<file path="src/rtl/div_clk_bcd_counter.sv">
// div_clk_bcd_counter: samples the divider's slow clock as data in the clk
// domain, counts its rising edges in 4-digit BCD and flags a stalled divider.
module div_clk_bcd_counter #(
  parameter int unsigned STALL_LIMIT = 150000000,
  parameter int unsigned GAP_W       = 28
) (
  input  logic        clk,
  input  logic        rst,
  input  logic        divider_clk,
  input  logic        enable,
  input  logic        clear,
  output logic [15:0] bcd_out,
  output logic        tick,
  output logic        carry_out,
  output logic        stalled
);

  localparam int unsigned DIGITS = 4;
  localparam int unsigned DIG_W  = 4;
  localparam int unsigned FILL_W = 2;
  localparam logic [FILL_W-1:0] FILL_DONE = FILL_W'(3);
  localparam logic [GAP_W-1:0]  GAP_LIMIT = GAP_W'(STALL_LIMIT);

  logic              s1;
  logic              s2;
  logic              prev;
  logic [FILL_W-1:0] fill_q;
  logic              rise_c;
  logic [15:0]       bcd_inc_c;
  logic              wrap_c;
  logic [GAP_W-1:0]  gap_q;
  logic [GAP_W-1:0]  gap_nxt_c;

  // Two-flop synchronizer plus edge history; fill_q marks when s2/prev hold
  // real post-reset samples so a level already high at release is not an edge.
  always_ff @(posedge clk or posedge rst) begin
    if (rst) begin
      s1     <= 1'b0;
      s2     <= 1'b0;
      prev   <= 1'b0;
      fill_q <= '0;
    end else begin
      s1   <= divider_clk;
      s2   <= s1;
      prev <= s2;
      if (fill_q != FILL_DONE) fill_q <= fill_q + FILL_W'(1);
    end
  end

  assign rise_c = s2 & ~prev & (fill_q == FILL_DONE);

  // BCD increment with digit-to-digit ripple; wrap_c flags 9999 -> 0000.
  always_comb begin : bcd_inc_p
    logic ripple;
    ripple    = 1'b1;
    bcd_inc_c = bcd_out;
    for (int i = 0; i < DIGITS; i++) begin
      if (ripple) begin
        if (bcd_out[i*DIG_W +: DIG_W] == DIG_W'(9)) begin
          bcd_inc_c[i*DIG_W +: DIG_W] = '0;
        end else begin
          bcd_inc_c[i*DIG_W +: DIG_W] = bcd_out[i*DIG_W +: DIG_W] + DIG_W'(1);
          ripple = 1'b0;
        end
      end
    end
    wrap_c = ripple;
  end

  // Tick pulse and counter; clear beats increment, tick ignores both.
  always_ff @(posedge clk or posedge rst) begin
    if (rst) begin
      tick      <= 1'b0;
      bcd_out   <= '0;
      carry_out <= 1'b0;
    end else begin
      tick <= rise_c;
      if (clear) begin
        bcd_out   <= '0;
        carry_out <= 1'b0;
      end else if (rise_c && enable) begin
        bcd_out   <= bcd_inc_c;
        carry_out <= wrap_c;
      end else begin
        carry_out <= 1'b0;
      end
    end
  end

  // Next gap value: restart on an edge, otherwise count up and saturate.
  always_comb begin
    gap_nxt_c = gap_q;
    if (rise_c) begin
      gap_nxt_c = '0;
    end else if (gap_q < GAP_LIMIT) begin
      gap_nxt_c = gap_q + GAP_W'(1);
    end
  end

  // Stall monitor registers; stalled tracks the saturated gap.
  always_ff @(posedge clk or posedge rst) begin
    if (rst) begin
      gap_q   <= '0;
      stalled <= 1'b0;
    end else begin
      gap_q   <= gap_nxt_c;
      stalled <= (gap_nxt_c == GAP_LIMIT);
    end
  end

endmodule

</file>
<file path="config.mk">
export PLATFORM = sky130hd
export DESIGN_NAME = div_clk_bcd_counter
export DESIGN_NICKNAME = d
export VERILOG_FILES = /design/src/rtl/div_clk_bcd_counter.sv
export SDC_FILE = /design/constraint.sdc
export NUM_CORES = 1
export LEC_CHECK = 0
export CAP_MARGIN = 10
export CORE_UTILIZATION = 35
export DETAILED_ROUTE_END_ITERATION = 10
export GPL_TIMING_DRIVEN = 0
export PLACE_DENSITY = 0.53
export SLEW_MARGIN = 10
export SYNTH_ARGS = -nofsm -noshare
export SYNTH_HDL_FRONTEND = slang
export SYNTH_SLANG_ARGS = --single-unit
</file>
<file path="constraint.sdc">
create_clock -name clk -period 2.75 [get_ports clk]
set_clock_uncertainty 0.05 [all_clocks]
set_input_delay 0.55 -clock clk [delete_from_list [all_inputs] [get_ports clk]]
set_output_delay 0.55 -clock clk [all_outputs]
set_load 0.05 [all_outputs]
</file>
==> run_results.csv, run 1 <==
group,metric,value,unit
outcome,outcome,"completed",
pwr,peakVddDrop,0.198,mV
synth,synthCells,306,
job,drv_cap,0,
layout,diodes,0,
synth,syn_avg_cell_area,9.67,um2
critical_path,crit_type,"flip-flop to flip-flop",
layout,area_growth,30.9,%
synth,yosys_warnings,0,
min_path,hold_path.class,"flip-flop to flip-flop",
clock_network,clockRootBuffer,"clkbuf_8",
routing,viasPerCell,5.25,
global_route,grt.overflow.total,0,
synth,ys.flop_type,"dfrtp_1",
routing,drc,0,
synth,synthArstFlopShare,100,%
critical_path,cp_top_family,"simple AND/OR/NAND/NOR gates",
critical_path,crit_start,"gap_q[10]",
global_route,busiest_layer,"met2",
layout,finish.net_count,382,
global_route,use_met2,30.0,%
floorplanning,ios,24,
critical_path,path_buf_inv,3,
clock_network,cts_tree,"built",
global_route,grt_pass1_vias,2481,
critical_path,crit_arrival,2.80,ns
routing,routed_wl,7510,um
placed_design,gp_congestion,0.785,
timing,setup_viol,0,
layout,finalNonFillerCells,473,
floorplanning,num_rows,33,
clock_network,cts-hold-fix-buffers,0,
critical_path,crit_top_cell,"buf_4",
critical_path,required,2.91,ns
routing,via_count,2485,
pwr,p_int,1.10,mW
timing,setup_ws,0.107,ns
pwr,clockPowerShare,28.9,%
routing,ant_nets,0,
timing,hold_ws,0.312,ns
synth,synth_cell_types,51,
timing,worst_pin_slew,0.734,ns
global_route,grt_use_total,18.2,%
critical_path,path_cells,"buf_4, and3_1, nand4_1, buf_4, buf_4, nor4_1, xnor2_1, nor2_1, nand4bb_1, nor4_2",
global_route,grt_pass1_wl,12300,um
timing,period_share,96.1,%
critical_path,slowest_stage,"dfrtp_2",
synth,postSynthRegisterBits,52,
pwr,power.switching,0.484,mW
placed_design,dp_hpwl,4880,um
global_route,globalRouteMet1Util,24.0,%
placed_design,dpl_cell_area,3350,um2
timing,drv_slew,0,
critical_path,path_max_fanout,4,
critical_path,timing.rr.start,"gap_q[10]",
layout,drive_above_1_share,25.3,%
timing,report.final.hold_viol_count,0,
floorplanning,initial_utilization,36.0,%
pwr,power_leakage,1.57,nW
timing,fin_tns_setup,0,ns
global_route,antenna_found_initial,0,
pwr,sw_frac_of_total,30.6,%
placed_design,io_buffers,23,
routing,avgRoutedWirePerCell,15.9,um
timing,slew_headroom,51.0,%
clock_network,clk-insertion-delay-late,0.31,ns
pwr,power,1.58,mW
critical_path,worst_setup_path_end_kind,"flip-flop",
global_route,grt_max_degree,32,
floorplanning,die_area,8830,um2
layout,design_area,3870,um2
pwr,p_seq_share,53.3,%
floorplanning,fp.dieW,94.0,um
synth,synth_area,2960,um2
placed_design,place_ws,-0.556,ns
clock_network,cts_sinks,52,
placed_design,dp_cells,435,
clock_network,cts_inserted_buffers,5,
layout,fin_util,47.1,%
global_route,grtUsageMet3,2.91,%
routing,drtIter0Drc,96,
floorplanning,die_h,94.0,um
clock_network,htreeDepth,2,
timing,max_freq,378,MHz
synth,seq_area_frac_synth,44.0,%
critical_path,start_kind,"flip-flop",
pwr,comb_power_share,17.7,%
timing,fin_crit,2.64,ns
routing,firstDrtPassIters,5,
clock_network,clkTransAtPathRegs,0.10,ns
synth,synth-edff-count,0,
min_path,min_from,"s1",
clock_network,clockBufferDepth,2,
critical_path,slowest_delay,0.43,ns
synth,syn_nets,321,
floorplanning,core_area,8220,um2
pwr,power.density,409,nW/um2
registers in the layout, summed over array words and instances, names as in the netlist:
signal and flops:
s1 1, stalled 1, bcd_out 16, s2 1, fill_q 2, carry_out 1, prev 1, gap_q 28
tick 1
power by group through the flow:
stage	clock, mW	sequential (mW)	combinational, mW
finish	0.459	0.845	0.281
global route	0.502	0.855	0.307
CTS	0.479	0.846	0.270
detailed placement	0	0.866	0.250
global placement	0	0.865	0.243
floorplan	0	0.906	0.127
Yosys cell counts (all sizes together) (3+ instances only):
| cell | n | area (um2) |
|---|---|---|
| o41ai | 3 | 45.1 |
| clkbuf | 6 | 23.8 |
| buf | 8 | 65.1 |
| dfrtp | 52 | 1300 |
| nor2 | 43 | 164 |
| nor4 | 7 | 56.3 |
| nor3 | 14 | 75.1 |
| xnor2 | 18 | 158 |
| nand3b | 4 | 30.0 |
| nand2 | 21 | 78.8 |
| nand3 | 16 | 80.1 |
| nor3b | 4 | 30.0 |
| a21oi | 7 | 35.0 |
| o21a | 3 | 22.5 |
| nand4 | 9 | 56.3 |
| ha | 10 | 125 |
| and4 | 3 | 28.8 |
| and3 | 4 | 25.0 |
| mux2 | 3 | 33.8 |
| xor2 | 5 | 43.8 |
| nor4b | 5 | 62.6 |
| o31ai | 7 | 52.6 |
| nand2b | 4 | 25.0 |
| o21ai | 14 | 70.1 |
| o31a | 3 | 26.3 |
| nor2b | 5 | 31.3 |
| inv | 7 | 26.3 |
cell type report:
class,instances,area (um2)
well taps,105,131
flip-flops and latches,52,1310
clock buffers,6,72.6
multi-input cells,233,1720
fillers,797,4340
inverters,7,26.3
clock inverters,2,16.3
plain buffers,11,90.1
repair buffers,57,505
cells by family (layout without fill, tap and decap cells):
| logic type | after synthesis | in the layout | share of synthesized area, % |
|---|---|---|---|
| compound gates | 46 | 46 | 11.4 |
| fa+ha+maj | 10 | 10 | 4.23 |
| simple gates | 149 | 149 | 27.9 |
| flops | 52 | 52 | 44.0 |
| buf+inv | 21 | 83 | 3.89 |
| mux | 5 | 5 | 1.82 |
| xor+xnor | 23 | 23 | 6.81 |
worst register-to-register path, cell delays in order, from the launching register on:
cell	delay (ns)
dfrtp_2	0.43
buf_4	0.14
and3_1	0.23
nand4_1	0.23
buf_4	0.21
buf_4	0.13
nor4_1	0.36
xnor2_1	0.16
nor2_1	0.08
nand4bb_1	0.23
nor4_2	0.29
layout by cell type (no fill, tap or decap), types with 3 or more instances in the layout:
cell	instances
nor3b_1	3
nor3_1	11
buf_4	35
o31ai_1	6
nand4_1	9
a21oi_1	5
o31a_1	3
nand2b_1	4
nor2_1	42
nand3b_1	4
o21a_1	3
ha_1	10
o21ai_0	13
nor4_4	3
dfrtp_2	10
mux2_2	3
xnor2_1	18
nor2b_1	5
xor2_1	4
nand3_2	3
clkdlybuf4s50_1	23
clkbuf_8	5
inv_1	6
nand3_1	13
nand2_1	21
dfrtp_1	42
and3_1	3
clkbuf_1	3
metal layers:
metal	up-vias	wire [um]
li1	1213	-
met1	1208	3400
met2	52	3740
met3	12	261
met4	0	108
met5	-	0
worst paths after layout:
path | endpoint | slack (ns) | cells after the start
max in group asynchronous | gap_q[15] | 1.45 | 3
min in group asynchronous | bcd_out[9] | 0.63 | 2
worst min register to register | s2 | 0.31 | 0
worst max register to register | stalled | 0.11 | 10
worst max-delay path | stalled | 0.11 | 10
worst min-delay path | s2 | 0.31 | 0
repair_timing:
action / 4_1_cts / 5_1_grt
gates resized for setup: 36 / 9
gates cloned: 0 / 0
endpoints found under the setup margin: 18 / 1
pin swaps: 13 / 14
setup buffers: 20 / 14
Power figures use the tool's default switching activity.
==> inputs of run 2 (changes only) <==
==> constraint.sdc (replaced) <==
create_clock -name clk -period 2.9 [get_ports clk]
set_clock_uncertainty 0.05 [all_clocks]
set_input_delay 0.58 -clock clk [delete_from_list [all_inputs] [get_ports clk]]
set_output_delay 0.58 -clock clk [all_outputs]
set_load 0.05 [all_outputs]
==> run_results.csv, run 2 (same netlist as run 1, synthesis figures left out) <==
group,metric,value,unit
pwr,p_int,1.03,mW
global_route,grt.overflow.total,0,
min_path,hold_depth,0,
timing,drv_slew,0,
global_route,grt_max_degree,32,
routing,ant_nets,0,
critical_path,crit_type,"flip-flop to flip-flop",
placed_design,dp_hpwl,4880,um
clock_network,clockRootBuffer,"clkbuf_8",
global_route,grt_use_total,17.1,%
job,drv_cap,0,
layout,largest_reg_flops,28,
layout,most-common-layout-cells,"45 x dfrtp_1, 42 x nor2_1, 23 x clkdlybuf4s50_1, 21 x nand2_1, 19 x buf_4",
floorplanning,ios,24,
pwr,p_seq_share,54.7,%
floorplanning,die_area,8830,um2
pwr,power.switching,0.448,mW
clock_network,cts-hold-fix-buffers,0,
pwr,power,1.48,mW
clock_network,cts_tree,"built",
timing,rsz0062_at_grt,"yes",
critical_path,crit_cells,9,
layout,diodes,0,
global_route,antenna_found_initial,0,
critical_path,slowest_delay,0.45,ns
critical_path,ff2ff_path_depth,9,
pwr,clockPowerShare,29.4,%
routing,routed_wl,7190,um
placed_design,gp_congestion,0.785,
layout,reg_top3,"gap_q x28, bcd_out x16, fill_q x2",
critical_path,crit_arrival,3.04,ns
pwr,power.density,401,nW/um2
layout,layout_commonest_cell,"dfrtp_1",
global_route,grt_pass1_wl,11700,um
timing,hold_ws,0.312,ns
critical_path,start_kind,"flip-flop",
routing,avgRoutedWirePerCell,15.7,um
timing,fin_tns_setup,0,ns
floorplanning,initial_utilization,36.0,%
clock_network,clkTransAtPathRegs,0.10,ns
critical_path,required,3.05,ns
critical_path,path_buf_inv,1,
routing,drtIter0Drc,91,
routing,viasPerCell,5.22,
pwr,peakVddDrop,0.188,mV
layout,design_area,3680,um2
clock_network,clockBufferDepth,2,
clock_network,cts_sinks,52,
placed_design,io_buffers,23,
timing,max_freq,346,MHz
layout,drive_above_1_share,19.8,%
pwr,power_leakage,1.47,nW
layout,fillCellCount,802,
routing,drc,0,
outcome,outcome,"completed",
clock_network,cts_inserted_buffers,5,
pwr,comb_power_share,15.9,%
layout,area_growth,24.5,%
timing,slew_headroom,51.7,%
layout,top_register,"gap_q",
clock_network,clk-insertion-delay-late,0.31,ns
layout,finish.net_count,368,
timing,report.final.hold_viol_count,0,
critical_path,slowest_stage,"dfrtp_2",
global_route,grt_pass1_vias,2375,
floorplanning,num_rows,33,
timing,setup_viol,0,
placed_design,dpl_cell_area,3350,um2
clock_network,htreeDepth,2,
floorplanning,fp.dieW,94.0,um
timing,fin_crit,2.89,ns
timing,period_share,99.6,%
routing,via_count,2397,
critical_path,worst_setup_path_end_kind,"flip-flop",
critical_path,path_cells,"a2111oi_4, or4b_4, o211ai_1, buf_4, nor4_4, nor3b_2, a2111oi_2, nand4_1, nor4_2",
floorplanning,core_area,8220,um2
critical_path,path_max_fanout,4,
critical_path,cp_top_family,"simple AND/OR/NAND/NOR gates",
min_path,hold_path.class,"flip-flop to flip-flop",
floorplanning,die_h,94.0,um
routing,firstDrtPassIters,4,
pwr,sw_frac_of_total,30.3,%
timing,worst_pin_slew,0.724,ns
run 2: changes by cell type in the layout (fill, tap and decap cells not counted), sizes merged:
cell	change
buf	-16
clkbuf	+2
run 2: final cells by class:
class	instances	area [um2]	area share, %
multi-input combinational	233	1640	44.6
tap	105	131	3.57
clock buffer	6	72.6	1.97
clock inverter	2	16.3	0.441
sequential	52	1310	35.6
timing repair buffer	43	398	10.8
buffer	11	86.3	2.34
inverter	7	26.3	0.713
run 2: through the flow:
stage,setup slack (ns),utilization [%],cells
floorplan,0.528,-,306
global route,-0.136,44.8,459
finish,0.0104,44.8,459
detailed placement,-0.406,40.7,435
global placement,-0.413,40.4,434
CTS,0.000470,42.2,444
run 2: final timing paths:
kind,endpoint,slack [ns],startpoint
setup / recovery,stalled,0.01,gap_q[8]
hold / removal,s2,0.31,s1
setup reg to reg,stalled,0.01,gap_q[8]
hold reg to reg,s2,0.31,s1
max in group asynchronous,gap_q[19],1.58,rst
min in group asynchronous,bcd_out[9],0.65,rst
run 2: power by group through the flow:
| stage | registers, mW | logic [mW] | clock network, mW |
|---|---|---|---|
| after detailed placement | 0.822 | 0.237 | 0 |
| after global routing | 0.818 | 0.260 | 0.474 |
| after floorplan | 0.859 | 0.120 | 0 |
| after CTS | 0.808 | 0.239 | 0.455 |
| final | 0.808 | 0.235 | 0.434 |
| after global placement | 0.821 | 0.231 | 0 |
run 2: per-layer routing:
metal | up-vias | track usage (%) | share of wire, %
li1 | 1185 | - | -
met1 | 1168 | 23.0 | 47
met2 | 34 | 27.9 | 49
met3 | 10 | 2.99 | 2.8
met4 | 0 | 5.26 | 1.3
met5 | - | 0 | 0
run 2: worst register-to-register path: stages, from the launching register on:
cell and delay (ns):
dfrtp_2 0.45, a2111oi_4 0.37, or4b_4 0.20, o211ai_1 0.16
buf_4 0.21, nor4_4 0.28, nor3b_2 0.09, a2111oi_2 0.42
nand4_1 0.24, nor4_2 0.32
run 2: repair_timing:
item	CTS	global route
hold endpoints to repair	0	0
resized for setup	5	24
setup buffers	2	17
setup endpoints to repair	12	15
gates cloned	0	0
pin swaps	2	12
